<file path="src/rtl/ascon_ctrl_fsm_pkg.sv">
// Shared types and constants for the ASCON-128 sequencing controller.
package ascon_pack;

  localparam int NB_ROUNDS_PA   = 12;
  localparam int PB_FIRST_ROUND = 6;

  localparam logic [3:0] ROUND_LAST  = 4'(NB_ROUNDS_PA - 1);
  localparam logic [3:0] ROUND_PB_0  = 4'(PB_FIRST_ROUND);
  localparam logic [3:0] ROUND_ZERO  = 4'd0;

  typedef enum logic [2:0] {
    ST_IDLE    = 3'd0,
    ST_INIT    = 3'd1,
    ST_WAIT_AD = 3'd2,
    ST_AD      = 3'd3,
    ST_WAIT_PT = 3'd4,
    ST_PT      = 3'd5,
    ST_FINAL   = 3'd6,
    ST_DONE    = 3'd7
  } type_ctrl_state;

endpackage

</file>
<file path="src/rtl/ascon_ctrl_fsm_round_counter.sv">
// Round-constant index counter: loadable, increments by one, saturates at
// the last round so a late increment can never wrap back to round 0.
module round_counter
  import ascon_pack::*;
(
  input  logic       clock_i,
  input  logic       reset_i,
  input  logic       load_i,
  input  logic [3:0] load_val_i,
  input  logic       inc_i,
  output logic [3:0] round_o,
  output logic       last_o
);

  logic [3:0] round_q;
  logic [3:0] round_d;

  // Next round index: load wins over increment, increment stops at the last round.
  always_comb begin
    round_d = round_q;
    if (load_i) begin
      round_d = (load_val_i > ROUND_LAST) ? ROUND_LAST : load_val_i;
    end else if (inc_i && (round_q != ROUND_LAST)) begin
      round_d = round_q + 4'd1;
    end
  end

  // Round register with synchronous reset.
  always_ff @(posedge clock_i) begin
    if (reset_i) begin
      round_q <= ROUND_ZERO;
    end else begin
      round_q <= round_d;
    end
  end

  assign round_o = round_q;
  assign last_o  = (round_q == ROUND_LAST);

endmodule

</file>
<file path="src/rtl/ascon_ctrl_fsm.sv">
// ASCON-128 encryption sequencer: drives the permutation enable, round index
// and the XOR/select controls of the datapath, one round per clock.
//
// state      | meaning
// -----------+-----------------------------------------------------------
// IDLE       | waiting for start_i, all outputs low
// INIT       | twelve initialisation rounds (IV||K||N loaded on round 0)
// WAIT_AD    | ready for an AD block; accept cycle runs round 6
// AD         | rounds 7..11 of an AD block
// WAIT_PT    | ready for a PT block; accept runs round 6 (or 0 if last)
// PT         | rounds 7..11 of a non-last PT block
// FINAL      | rounds 1..11 of finalisation, key XOR after round 11
// DONE       | tag valid for one cycle
module ascon_ctrl_fsm
  import ascon_pack::*;
#(
  parameter int NB_BLK_W = 4
) (
  input  logic                clock_i,
  input  logic                reset_i,
  input  logic                start_i,
  input  logic [NB_BLK_W-1:0] nb_ad_i,
  input  logic [NB_BLK_W-1:0] nb_pt_i,
  input  logic                data_valid_i,
  output logic                data_ready_o,
  output logic [3:0]          round_o,
  output logic                perm_en_o,
  output logic                init_sel_o,
  output logic                xor_data_b_o,
  output logic                xor_key_b_o,
  output logic                xor_key_e_o,
  output logic                xor_lsb_e_o,
  output logic                cipher_valid_o,
  output logic                tag_valid_o,
  output logic                busy_o
);

  localparam logic [NB_BLK_W-1:0] BLK_ZERO = '0;
  localparam logic [NB_BLK_W-1:0] BLK_ONE  = NB_BLK_W'(1);

  type_ctrl_state state_q, state_d;
  logic [NB_BLK_W-1:0] ad_cnt_q, ad_cnt_d;
  logic [NB_BLK_W-1:0] pt_cnt_q, pt_cnt_d;

  logic       rc_load;
  logic [3:0] rc_val;
  logic       rc_inc;
  logic [3:0] round_q;
  logic       rc_last;

  logic last_ad;
  logic last_pt;

  round_counter u_round_counter (
    .clock_i    (clock_i),
    .reset_i    (reset_i),
    .load_i     (rc_load),
    .load_val_i (rc_val),
    .inc_i      (rc_inc),
    .round_o    (round_q),
    .last_o     (rc_last)
  );

  // A latched nb_pt of 0 is stored as 1, so "last" is a single compare.
  assign last_ad = (ad_cnt_q == BLK_ONE);
  assign last_pt = (pt_cnt_q == BLK_ONE);
  assign busy_o  = (state_q != ST_IDLE);

  // Next-state, counter updates and datapath strobes.
  always_comb begin
    state_d        = state_q;
    ad_cnt_d       = ad_cnt_q;
    pt_cnt_d       = pt_cnt_q;
    rc_load        = 1'b0;
    rc_val         = ROUND_ZERO;
    rc_inc         = 1'b0;
    data_ready_o   = 1'b0;
    round_o        = round_q;
    perm_en_o      = 1'b0;
    init_sel_o     = 1'b0;
    xor_data_b_o   = 1'b0;
    xor_key_b_o    = 1'b0;
    xor_key_e_o    = 1'b0;
    xor_lsb_e_o    = 1'b0;
    cipher_valid_o = 1'b0;
    tag_valid_o    = 1'b0;

    case (state_q)
      ST_IDLE: begin
        round_o = ROUND_ZERO;
        if (start_i) begin
          ad_cnt_d = nb_ad_i;
          pt_cnt_d = (nb_pt_i == BLK_ZERO) ? BLK_ONE : nb_pt_i;
          rc_load  = 1'b1;
          rc_val   = ROUND_ZERO;
          state_d  = ST_INIT;
        end
      end

      ST_INIT: begin
        perm_en_o  = 1'b1;
        init_sel_o = (round_q == ROUND_ZERO);
        rc_inc     = 1'b1;
        if (rc_last) begin
          xor_key_e_o = 1'b1;
          xor_lsb_e_o = (ad_cnt_q == BLK_ZERO);
          rc_load     = 1'b1;
          rc_val      = ROUND_PB_0;
          state_d     = (ad_cnt_q != BLK_ZERO) ? ST_WAIT_AD : ST_WAIT_PT;
        end
      end

      ST_WAIT_AD: begin
        data_ready_o = 1'b1;
        if (data_valid_i) begin
          perm_en_o    = 1'b1;
          xor_data_b_o = 1'b1;
          rc_inc       = 1'b1;
          state_d      = ST_AD;
        end
      end

      ST_AD: begin
        perm_en_o = 1'b1;
        rc_inc    = 1'b1;
        if (rc_last) begin
          rc_load = 1'b1;
          rc_val  = ROUND_PB_0;
          if (last_ad) begin
            xor_lsb_e_o = 1'b1;
            state_d     = ST_WAIT_PT;
          end else begin
            ad_cnt_d = ad_cnt_q - BLK_ONE;
            state_d  = ST_WAIT_AD;
          end
        end
      end

      ST_WAIT_PT: begin
        data_ready_o = 1'b1;
        if (data_valid_i) begin
          perm_en_o      = 1'b1;
          xor_data_b_o   = 1'b1;
          cipher_valid_o = 1'b1;
          if (last_pt) begin
            // Last block starts finalisation: this cycle is round 0 of pa.
            xor_key_b_o = 1'b1;
            round_o     = ROUND_ZERO;
            rc_load     = 1'b1;
            rc_val      = 4'd1;
            state_d     = ST_FINAL;
          end else begin
            rc_inc  = 1'b1;
            state_d = ST_PT;
          end
        end
      end

      ST_PT: begin
        perm_en_o = 1'b1;
        rc_inc    = 1'b1;
        if (rc_last) begin
          pt_cnt_d = pt_cnt_q - BLK_ONE;
          rc_load  = 1'b1;
          rc_val   = ROUND_PB_0;
          state_d  = ST_WAIT_PT;
        end
      end

      ST_FINAL: begin
        perm_en_o = 1'b1;
        rc_inc    = 1'b1;
        if (rc_last) begin
          xor_key_e_o = 1'b1;
          state_d     = ST_DONE;
        end
      end

      ST_DONE: begin
        tag_valid_o = 1'b1;
        rc_load     = 1'b1;
        rc_val      = ROUND_ZERO;
        state_d     = ST_IDLE;
      end

      default: begin
        state_d = ST_IDLE;
      end
    endcase
  end

  // State and block-counter registers with synchronous reset.
  always_ff @(posedge clock_i) begin
    if (reset_i) begin
      state_q  <= ST_IDLE;
      ad_cnt_q <= BLK_ZERO;
      pt_cnt_q <= BLK_ZERO;
    end else begin
      state_q  <= state_d;
      ad_cnt_q <= ad_cnt_d;
      pt_cnt_q <= pt_cnt_d;
    end
  end

endmodule

</file>
<file path="config.mk">
export PLATFORM = sky130hd
export DESIGN_NAME = ascon_ctrl_fsm
export DESIGN_NICKNAME = d
export VERILOG_FILES = /design/src/rtl/ascon_ctrl_fsm_pkg.sv /design/src/rtl/ascon_ctrl_fsm_round_counter.sv /design/src/rtl/ascon_ctrl_fsm.sv
export SDC_FILE = /design/constraint.sdc
export NUM_CORES = 1
export LEC_CHECK = 0
export BUFFER_PORTS_ARGS = -buffer_cell sky130_fd_sc_hd__clkbuf_2
export CORE_UTILIZATION = 40
export DETAILED_ROUTE_END_ITERATION = 10
export SETUP_SLACK_MARGIN = 0.1
export SLEW_MARGIN = 20
export SYNTH_ARGS = -nofsm -noshare
export SYNTH_HDL_FRONTEND = slang
export SYNTH_SLANG_ARGS = --single-unit
export TNS_END_PERCENT = 50
</file>
<file path="constraint.sdc">
create_clock -name clock_i -period 2.25 [get_ports clock_i]
set_clock_uncertainty 0.1 [all_clocks]
set_input_delay 0.225 -clock clock_i [delete_from_list [all_inputs] [get_ports clock_i]]
set_output_delay 0.225 -clock clock_i [all_outputs]
set_load 0.05 [all_outputs]
</file>
Word-level counts from Yosys, hierarchy flattened
Index checks and enable logic that the tools add are counted.
Operators by class
  equality and inequality tests: 19
  div/mod/pow operators: 0
  $add $sub $neg: 3
  multipliers: 0
  multiplexer cells: 50
  magnitude comparators: 1
  bitwise gates (word level): 0
  shift-type cells: 0
  reductions and logical operators: 17
Operators with widths (count)
  4-bit two-way mux: 11
  3-bit two-way mux: 10
  3-bit case mux with 8 select lines: 1
  4-bit case mux with 2 select lines: 3
  1-bit two-way mux: 19
  2-bit != test, second input constant: 8
  3-bit equality test, second input constant: 4
  4-bit zero test: 3
  4-bit by 1-bit equality test with 1-bit output, second input constant: 2
  4-bit by 1-bit subtractor with 4-bit output, second input constant: 2
  7-bit AND reduction: 1
  3-bit by 2-bit equality test with 1-bit output, second input constant: 2
  3-bit case mux with 2 select lines: 1
  2-bit nonzero test: 3
  4-bit by 1-bit adder with 4-bit output, second input constant: 1
  4-bit equality test, second input constant: 1
  3-bit by 4-bit > comparator with 1-bit output, second input constant: 1
  4-bit != test, second input constant: 1
  1-bit case mux with 2 select lines: 2
  1-bit case mux with 4 select lines: 1
  4-bit AND reduction: 1
  4-bit nonzero test: 1
  2-bit OR reduction: 2
  4-bit OR reduction: 1
  other kinds (8): 8
Storage, ports and cells
  memories: 0
  input port bits: 12
  bits in read-only memories: 0
  RAM bits: 0
  register bits after elaboration: 15
  latch bits: 0
  output and inout port bits: 14

Logic depth before layout (Yosys ltp)
Gate-level depths: netlist of the first run.
  word-level depth: 7
  depth in mapped cells: 7

Hierarchy
From an unflattened synthesis of the first run, not the netlist that was laid out.
Unflattened totals
  cells, all modules: 169
  area total of the unflattened synthesis: 1244.9 um^2
Modules (own cells, without submodules)
  ascon_ctrl_fsm: cells an instance 142, times used 1, area each 1011.0 um^2
  round_counter: cells an instance 27, times used 1, area each 234.0 um^2

Worst setup path after synthesis of the first run
OpenSTA, ideal clock, no wires.
  path type: register -> output
  start: reg state_q[1]
  end: out init_sel_o
  buffers on the path: 2
  arrival: 2.701 ns
  cell stages (with the launch flop): 5
  required time: 1.925 ns
  setup slack: -0.776 ns
  cells stage by stage: dfxtp_1 buf_6 clkbuf_1 or3_1 nor4b_1
Between the ends
  cells in the longest elaborated chain, start to end: 2
RTL lines
  from (decl): RTL line ascon_ctrl_fsm.sv:41  | type_ctrl_state state_q, state_d;
  from (signal assigned): RTL line ascon_ctrl_fsm.sv:199  | state_q <= state_d;
  3-bit by 1-bit equality test with 1-bit output: RTL line ascon_ctrl_fsm.sv:88  | case (state_q)
  1-bit two-way mux: RTL line ascon_ctrl_fsm.sv:88
  to (decl): RTL line ascon_ctrl_fsm.sv:28  | output logic init_sel_o,
No other way between the ends.

Worst setup path in the final report of the first run
  start: reg pt_cnt_q[0]
  end: out xor_key_b_o
Between the ends
  cells in the longest elaborated chain, start to end: 4
RTL lines
  from (decl): RTL line ascon_ctrl_fsm.sv:43  | logic [NB_BLK_W-1:0] pt_cnt_q, pt_cnt_d;
  from (signal assigned): RTL line ascon_ctrl_fsm.sv:201  | pt_cnt_q <= pt_cnt_d;
  4-bit by 1-bit equality test with 1-bit output: RTL line ascon_ctrl_fsm.sv:66  | assign last_pt = (pt_cnt_q == BLK_ONE);
  1-bit two-way mux: RTL line ascon_ctrl_fsm.sv:145  | if (last_pt) begin
  1-bit two-way mux: RTL line ascon_ctrl_fsm.sv:141  | if (data_valid_i) begin
  1-bit two-way mux: RTL line ascon_ctrl_fsm.sv:88
  to (decl): RTL line ascon_ctrl_fsm.sv:30  | output logic xor_key_b_o,
No other way between the ends.

==> impl_metrics.tcl, run 1 <==
set metrics [dict create \
    synth_area_mm2 0.00126 \
    fin_tns_setup_ps 0 \
    track_usage_pct 20.8 \
    avgSynthCellArea_um2 7.76 \
    setup_viol 0 \
    dieWidth_um 58.2 \
    worstPathRequired_ps 1920 \
    hold_start "nb_ad_i[0]" \
    ys_types 50 \
    ys.flop_type "dfxtp_1" \
    die_area_mm2 0.00339 \
    area_growth_pct 26.7 \
    path_clk_slew_ps 120 \
    fmax_ghz 0.481 \
    die_h_um 58.2 \
    reg2reg_to "u_round_counter.round_o[0]" \
    ant_nets 0 \
    cp-start-kind "register" \
    synth_edf_count 0 \
    synth_simple_gate_area_share_pct 35.0 \
    place_area_mm2 0.00145 \
    holdPathStages 3 \
    grt_pass1_vias 1175 \
    fin_area_mm2 0.00160 \
    drt-initial-drc-count 62 \
    min_period_over_period_pct 92.5 \
    grt-ovfl-total 0 \
    synthMuxAreaShare_pct 1.58 \
    synth_compound_area_share_pct 22.7 \
    htreeDepth 1 \
    ir_drop_v 0.000248 \
    yosysSeqAreaShare_pct 23.7 \
    yosysTopAreaCellShare_pct 23.7 \
    worst_pin_slew_ps 514 \
    final_cell_count_no_fill 237 \
    ctsHoldBuffers 0 \
    routed_via_density 5.47 \
    synth-async-reset-ratio_pct 0 \
    avgRoutedWirePerCell_um 13.2 \
    cts_root_buf "clkbuf_4" \
    synth_area_leaders "dfxtp_1, ha_1, nor2_1, a21oi_1, nand2_1" \
    r2r-start "state_q[2]" \
    gp_congestion 0.832 \
    final-max-slew-violation-count 0 \
    cts_tree "yes" \
    post_route_cells_drive_above_1_share_pct 34.7 \
    worstRegToRegCells 5 \
    initial_core_util_pct 41.8 \
    clk_path_buf_depth 2 \
    drc 0 \
    synth_xor_area_share_pct 2.08 \
    yosys_warnings 0 \
    critPathArrivalTime_ps 1760 \
    hold_violations 0 \
    outcome "completed" \
    fp.coreArea_mm2 0.00303 \
    period_needed_ps 2080 \
    end_kind "output pin" \
    num_rows 20 \
    place_inst 230 \
    dp_hpwl_mm 2.29 \
    post-synth-top-area-cell "dfxtp_1" \
    whs_endpoint "ad_cnt_q[0]" \
    routed-via-count 1296 \
    cp_max_fo 5 \
    hold_path.class "input pin to register" \
    max-slew-margin-rel_pct 65.6 \
    utilization_pct 52.9 \
    clk-insertion-delay-late_ps 310 \
    cts_buffers 3 \
    syn_inst 163 \
    synthesis.nets 181 \
    wl_mm 3.13 \
    synth_adder_area_share_pct 6.73 \
    num_antenna_cells 0 \
    fin_nets 212 \
    cellPowerDensity_mw_per_mm2 468 \
    firstDrtPassIters 4 \
    synth_commonest_cells "nor2_1, dfxtp_1, nand2_1" \
    synth_top_family_by_area "simple AND/OR/NAND/NOR gates" \
    yosysMostFrequentCell "nor2_1" \
    fin_total_pwr_uw 750 \
    rsz0062_at_grt "yes" \
    maxCapViolations 0 \
    ys_seq_elements 15 \
    leakage_nw 0.695 \
    antenna_found_initial 0 \
    grt_first_pass_wirelength_mm 5.40 \
    grt_max_degree 21 \
    rrSetupSlack_ps 340 \
    port_buffers 25 \
    critical_path_class "register to output pin" \
    clock-sinks 15 \
    ios 26 \
]
cell type report:
| cell class | instances | area, um2 |
|---|---|---|
| Clock inverter | 1 | 5.00 |
| Timing Repair Buffer | 36 | 246 |
| Tap cell | 44 | 55.1 |
| Multi-Input combinational cell | 128 | 927 |
| Sequential cell | 15 | 309 |
| Inverter | 10 | 37.5 |
| Clock buffer | 3 | 22.5 |
| Fill cell | 283 | 1430 |
cell families after synthesis:
logic type,count (synthesis)
buf+inv,20
fa+ha+maj,7
xor+xnor,3
compound gates,41
mux,2
simple gates,75
flops,15
layer usage:
| layer | global-route usage, % | vias to the layer above | share of wire [%] |
|---|---|---|---|
| li1 | - | 647 | - |
| met1 | 25.1 | 604 | 45 |
| met2 | 33.7 | 37 | 48 |
| met3 | 5.58 | 8 | 4.8 |
| met4 | 11.2 | 0 | 2.3 |
| met5 | 0 | - | 0 |
cells in the final DEF (no fill, tap or decap), types with 2 or more instances in the layout:
master / instances
nor3_1: 5
ha_2: 3
or2_2: 2
nor3b_1: 3
a22oi_1: 4
or4b_1: 2
nand3_1: 6
o22ai_1: 2
o21ai_0: 9
buf_4: 13
nor2_1: 18
ha_1: 3
xnor2_1: 3
or3_4: 2
buf_6: 4
nor2b_1: 2
mux2i_1: 2
clkbuf_4: 3
nand2_1: 12
dfxtp_2: 4
a211oi_1: 2
or3_1: 2
clkbuf_2: 17
dfxtp_1: 10
nand2b_1: 5
a21oi_1: 10
o211ai_1: 3
inv_1: 9
power by group:
part	switching [mW]	leakage [nW]	total (mW)	internal [mW]
Clock	0.106	0.0177	0.172	0.0664
Sequential	0.0235	0.125	0.309	0.286
Combinational	0.157	0.552	0.269	0.112
how the worst max path moves through the flow:
stage / start / end / slack [ps] / depth (start not counted)
6_report: pt_cnt_q[0] / xor_key_b_o / 170 / 4
5_1_grt: pt_cnt_q[0] / round_o[2] / 90 / 6
4_1_cts: ad_cnt_q[0] / xor_lsb_e_o / 60 / 6
3_5_place_dp: pt_cnt_q[0] / round_o[3] / 200 / 6
3_3_place_gp: pt_cnt_q[0] / round_o[2] / 200 / 6
2_1_floorplan: state_q[1] / init_sel_o / -100 / 4
stage by stage:
stage	hold slack, ps	setup slack (ps)
floorplan	355	-99.6
global placement	396	197
detailed placement	400	200
CTS	150	55.6
global route	167	87.5
finish	166	169
worst max-delay path: stages, from the launching register on:
cell and delay, ps:
dfxtp_2 380, ha_2 180, or3b_1 440, nor4_4 230, buf_6 210
registers in the layout, summed over array words and instances (netlist names):
register	flops
pt_cnt_q	4
state_q	3
ad_cnt_q	4
u_round_counter.round_o	4
what timing repair did:
item | CTS | global route
setup endpoints to repair | 10 | 8
endpoints found under the hold margin | 0 | 0
setup buffers | 0 | 3
pin swaps | 1 | 3
resized for setup | 14 | 25
Power figures use the tool's default switching activity.
==> run 2: changes to the inputs <==
--- a/config.mk
+++ b/config.mk
@@ -6,8 +6,10 @@
 export NUM_CORES = 1
 export LEC_CHECK = 0
 export BUFFER_PORTS_ARGS = -buffer_cell sky130_fd_sc_hd__clkbuf_2
+export CORE_MARGIN = 2
 export CORE_UTILIZATION = 40
 export DETAILED_ROUTE_END_ITERATION = 10
+export MAX_ROUTING_LAYER = met4
 export SETUP_SLACK_MARGIN = 0.1
 export SLEW_MARGIN = 20
 export SYNTH_ARGS = -nofsm -noshare
==> constraint.sdc (replaced) <==
create_clock -name clock_i -period 2.5 [get_ports clock_i]
set_clock_uncertainty 0.1 [all_clocks]
set_input_delay 0.25 -clock clock_i [delete_from_list [all_inputs] [get_ports clock_i]]
set_output_delay 0.25 -clock clock_i [all_outputs]
set_load 0.05 [all_outputs]
==> run 2 against run 1 <==
Net effect:
- combinational power decreased by 21%
- setup slack got worse by 12 ps
- non-clock buffer count decreased by 9
- global-route usage decreased by 3.0 points
- first-iteration DRC count decreased by 23%
- utilization decreased by 5.4 points
- largest cell class unchanged
- largest power group unchanged
==> impl_metrics.tcl, run 2 (same netlist as run 1, synthesis figures left out) <==
set metrics [dict create \
    outcome "completed" \
    wl_mm 3.01 \
    clock-sinks 15 \
    multi_input_area_um2 877 \
    period_needed_ps 2340 \
    worst_pin_slew_ps 499 \
    end_kind "output pin" \
    power_frac_clock_pct 23.1 \
    cp_max_fo 4 \
    cts_root_buf "clkbuf_4" \
    num_rows 20 \
    worstPathRequired_ps 2150 \
    place_area_mm2 0.00140 \
    p_int_uw 397 \
    avgRoutedWirePerCell_um 13.2 \
    num-fill-cells 296 \
    critPathArrivalTime_ps 1990 \
    drc 0 \
    routed_via_density 5.28 \
    die_area_mm2 0.00363 \
    path_clk_slew_ps 100 \
    layout_common_cells "clkbuf_2, nor2_1, nand2_1, dfxtp_1" \
    ctsHoldBuffers 0 \
    rsz0062_at_grt "yes" \
    maxCapViolations 0 \
    cp-start-kind "register" \
    dieWidth_um 60.2 \
    antenna_found_initial 0 \
    cts_buffers 3 \
    clk-insertion-delay-late_ps 290 \
    final_common_cell "clkbuf_2" \
    cts_tree "yes" \
    max-slew-margin-rel_pct 66.6 \
    routed-via-count 1204 \
    p_switching_uw 241 \
    min_period_over_period_pct 93.7 \
    fmax_ghz 0.427 \
    p_sw_share_pct 37.8 \
    track_usage_pct 17.8 \
    die_h_um 60.2 \
    htreeDepth 1 \
    fin_nets 203 \
    ir_drop_v 0.000188 \
    holdPathStages 3 \
    combinationalPowerShare_pct 33.2 \
    clk_path_buf_depth 2 \
    setup_slack_ps 157 \
    worstRegToRegCells 6 \
    fp.coreArea_mm2 0.00303 \
    setup_viol 0 \
    ant_nets 0 \
    dp_hpwl_mm 2.23 \
    critical_path_class "register to output pin" \
    hold_path.class "input pin to register" \
    drt-initial-drc-count 48 \
    fin_area_mm2 0.00144 \
    pre_cts_slack_ps 365 \
    final-max-slew-violation-count 0 \
    hold_ws_ps 202 \
    cellPowerDensity_mw_per_mm2 443 \
    post_route_cells_drive_above_1_share_pct 25.5 \
    grt_max_degree 23 \
    grt_first_pass_wirelength_mm 4.80 \
    area_growth_pct 13.8 \
    fin_tns_setup_ps 0 \
    hold_violations 0 \
    initial_core_util_pct 41.8 \
    regArea_um2 303 \
    firstDrtPassIters 4 \
    port_buffers 25 \
    leakage_nw 0.639 \
    grt_pass1_vias 1046 \
    gp_congestion 0.836 \
    num_antenna_cells 0 \
    grt-ovfl-total 0 \
    ios 26 \
    cts_setup_buffers 0 \
    seqPwrFrac_pct 43.7 \
]
==> run 2: changes by cell type in the layout (fill, tap and decap cells not counted), moves of 2 or more <==
cell	previous run	this run
buf_4	13	2
buf_6	4	0
clkbuf_2	17	25
dfxtp_1	10	13
dfxtp_2	4	2
ha_1	3	6
ha_2	3	0
or3_1	2	4
or3_4	2	0
==> run 2: final cells by class <==
| type | count | share of cell area, % |
|---|---|---|
| multi-input cells | 128 | 60.9 |
| flip-flops and latches | 15 | 21.0 |
| repair buffers | 27 | 9.73 |
| well taps | 44 | 3.82 |
| inverters | 10 | 2.61 |
| clock buffers | 3 | 1.56 |
| clock inverters | 1 | 0.348 |
==> run 2: power groups by stage <==
stage | logic [mW] | registers, mW | clock network [mW]
floorplan | 0.173 | 0.273 | 0
global placement | 0.206 | 0.282 | 0
detailed placement | 0.209 | 0.283 | 0
CTS | 0.211 | 0.278 | 0.152
global route | 0.235 | 0.282 | 0.162
finish | 0.212 | 0.279 | 0.147
==> run 2: through the flow <==
stage               utilization, %  power [mW]  std cells
global route                  47.6       0.678        228
floorplan                        -       0.446        163
detailed placement            46.2       0.492        224
CTS                           47.3       0.641        228
global placement              46.2       0.488        224
finish                        47.6       0.638        228
==> run 2: worst paths after layout <==
check	from	endpoint	slack (ps)
setup reg to reg	u_round_counter.round_o[1]	ad_cnt_q[2]	520
setup / recovery	pt_cnt_q[1]	xor_key_b_o	160
hold reg to reg	pt_cnt_q[0]	pt_cnt_q[0]	430
hold / removal	nb_ad_i[0]	ad_cnt_q[0]	200
==> run 2: repair_timing <==
| item | in CTS | in global routing |
|---|---|---|
| gates cloned | 0 | 0 |
| gates resized for setup | 1 | 3 |
| endpoints found under the setup margin | 6 | 8 |
==> run 2: per-layer routing <==
| metal | part of all wire [%] | GRT usage [%] |
|---|---|---|
| met1 | 49 | 24.5 |
| met2 | 47 | 27.3 |
| met3 | 3.6 | 2.38 |
| met4 | 0 | 4.44 |
| met5 | 0 | - |
==> run 2: critical path: stages, from the launching register on <==
cell and delay, ps:
dfxtp_1 330, inv_1 100, ha_1 160, or3b_1 400, nor4_2 360, clkbuf_2 370
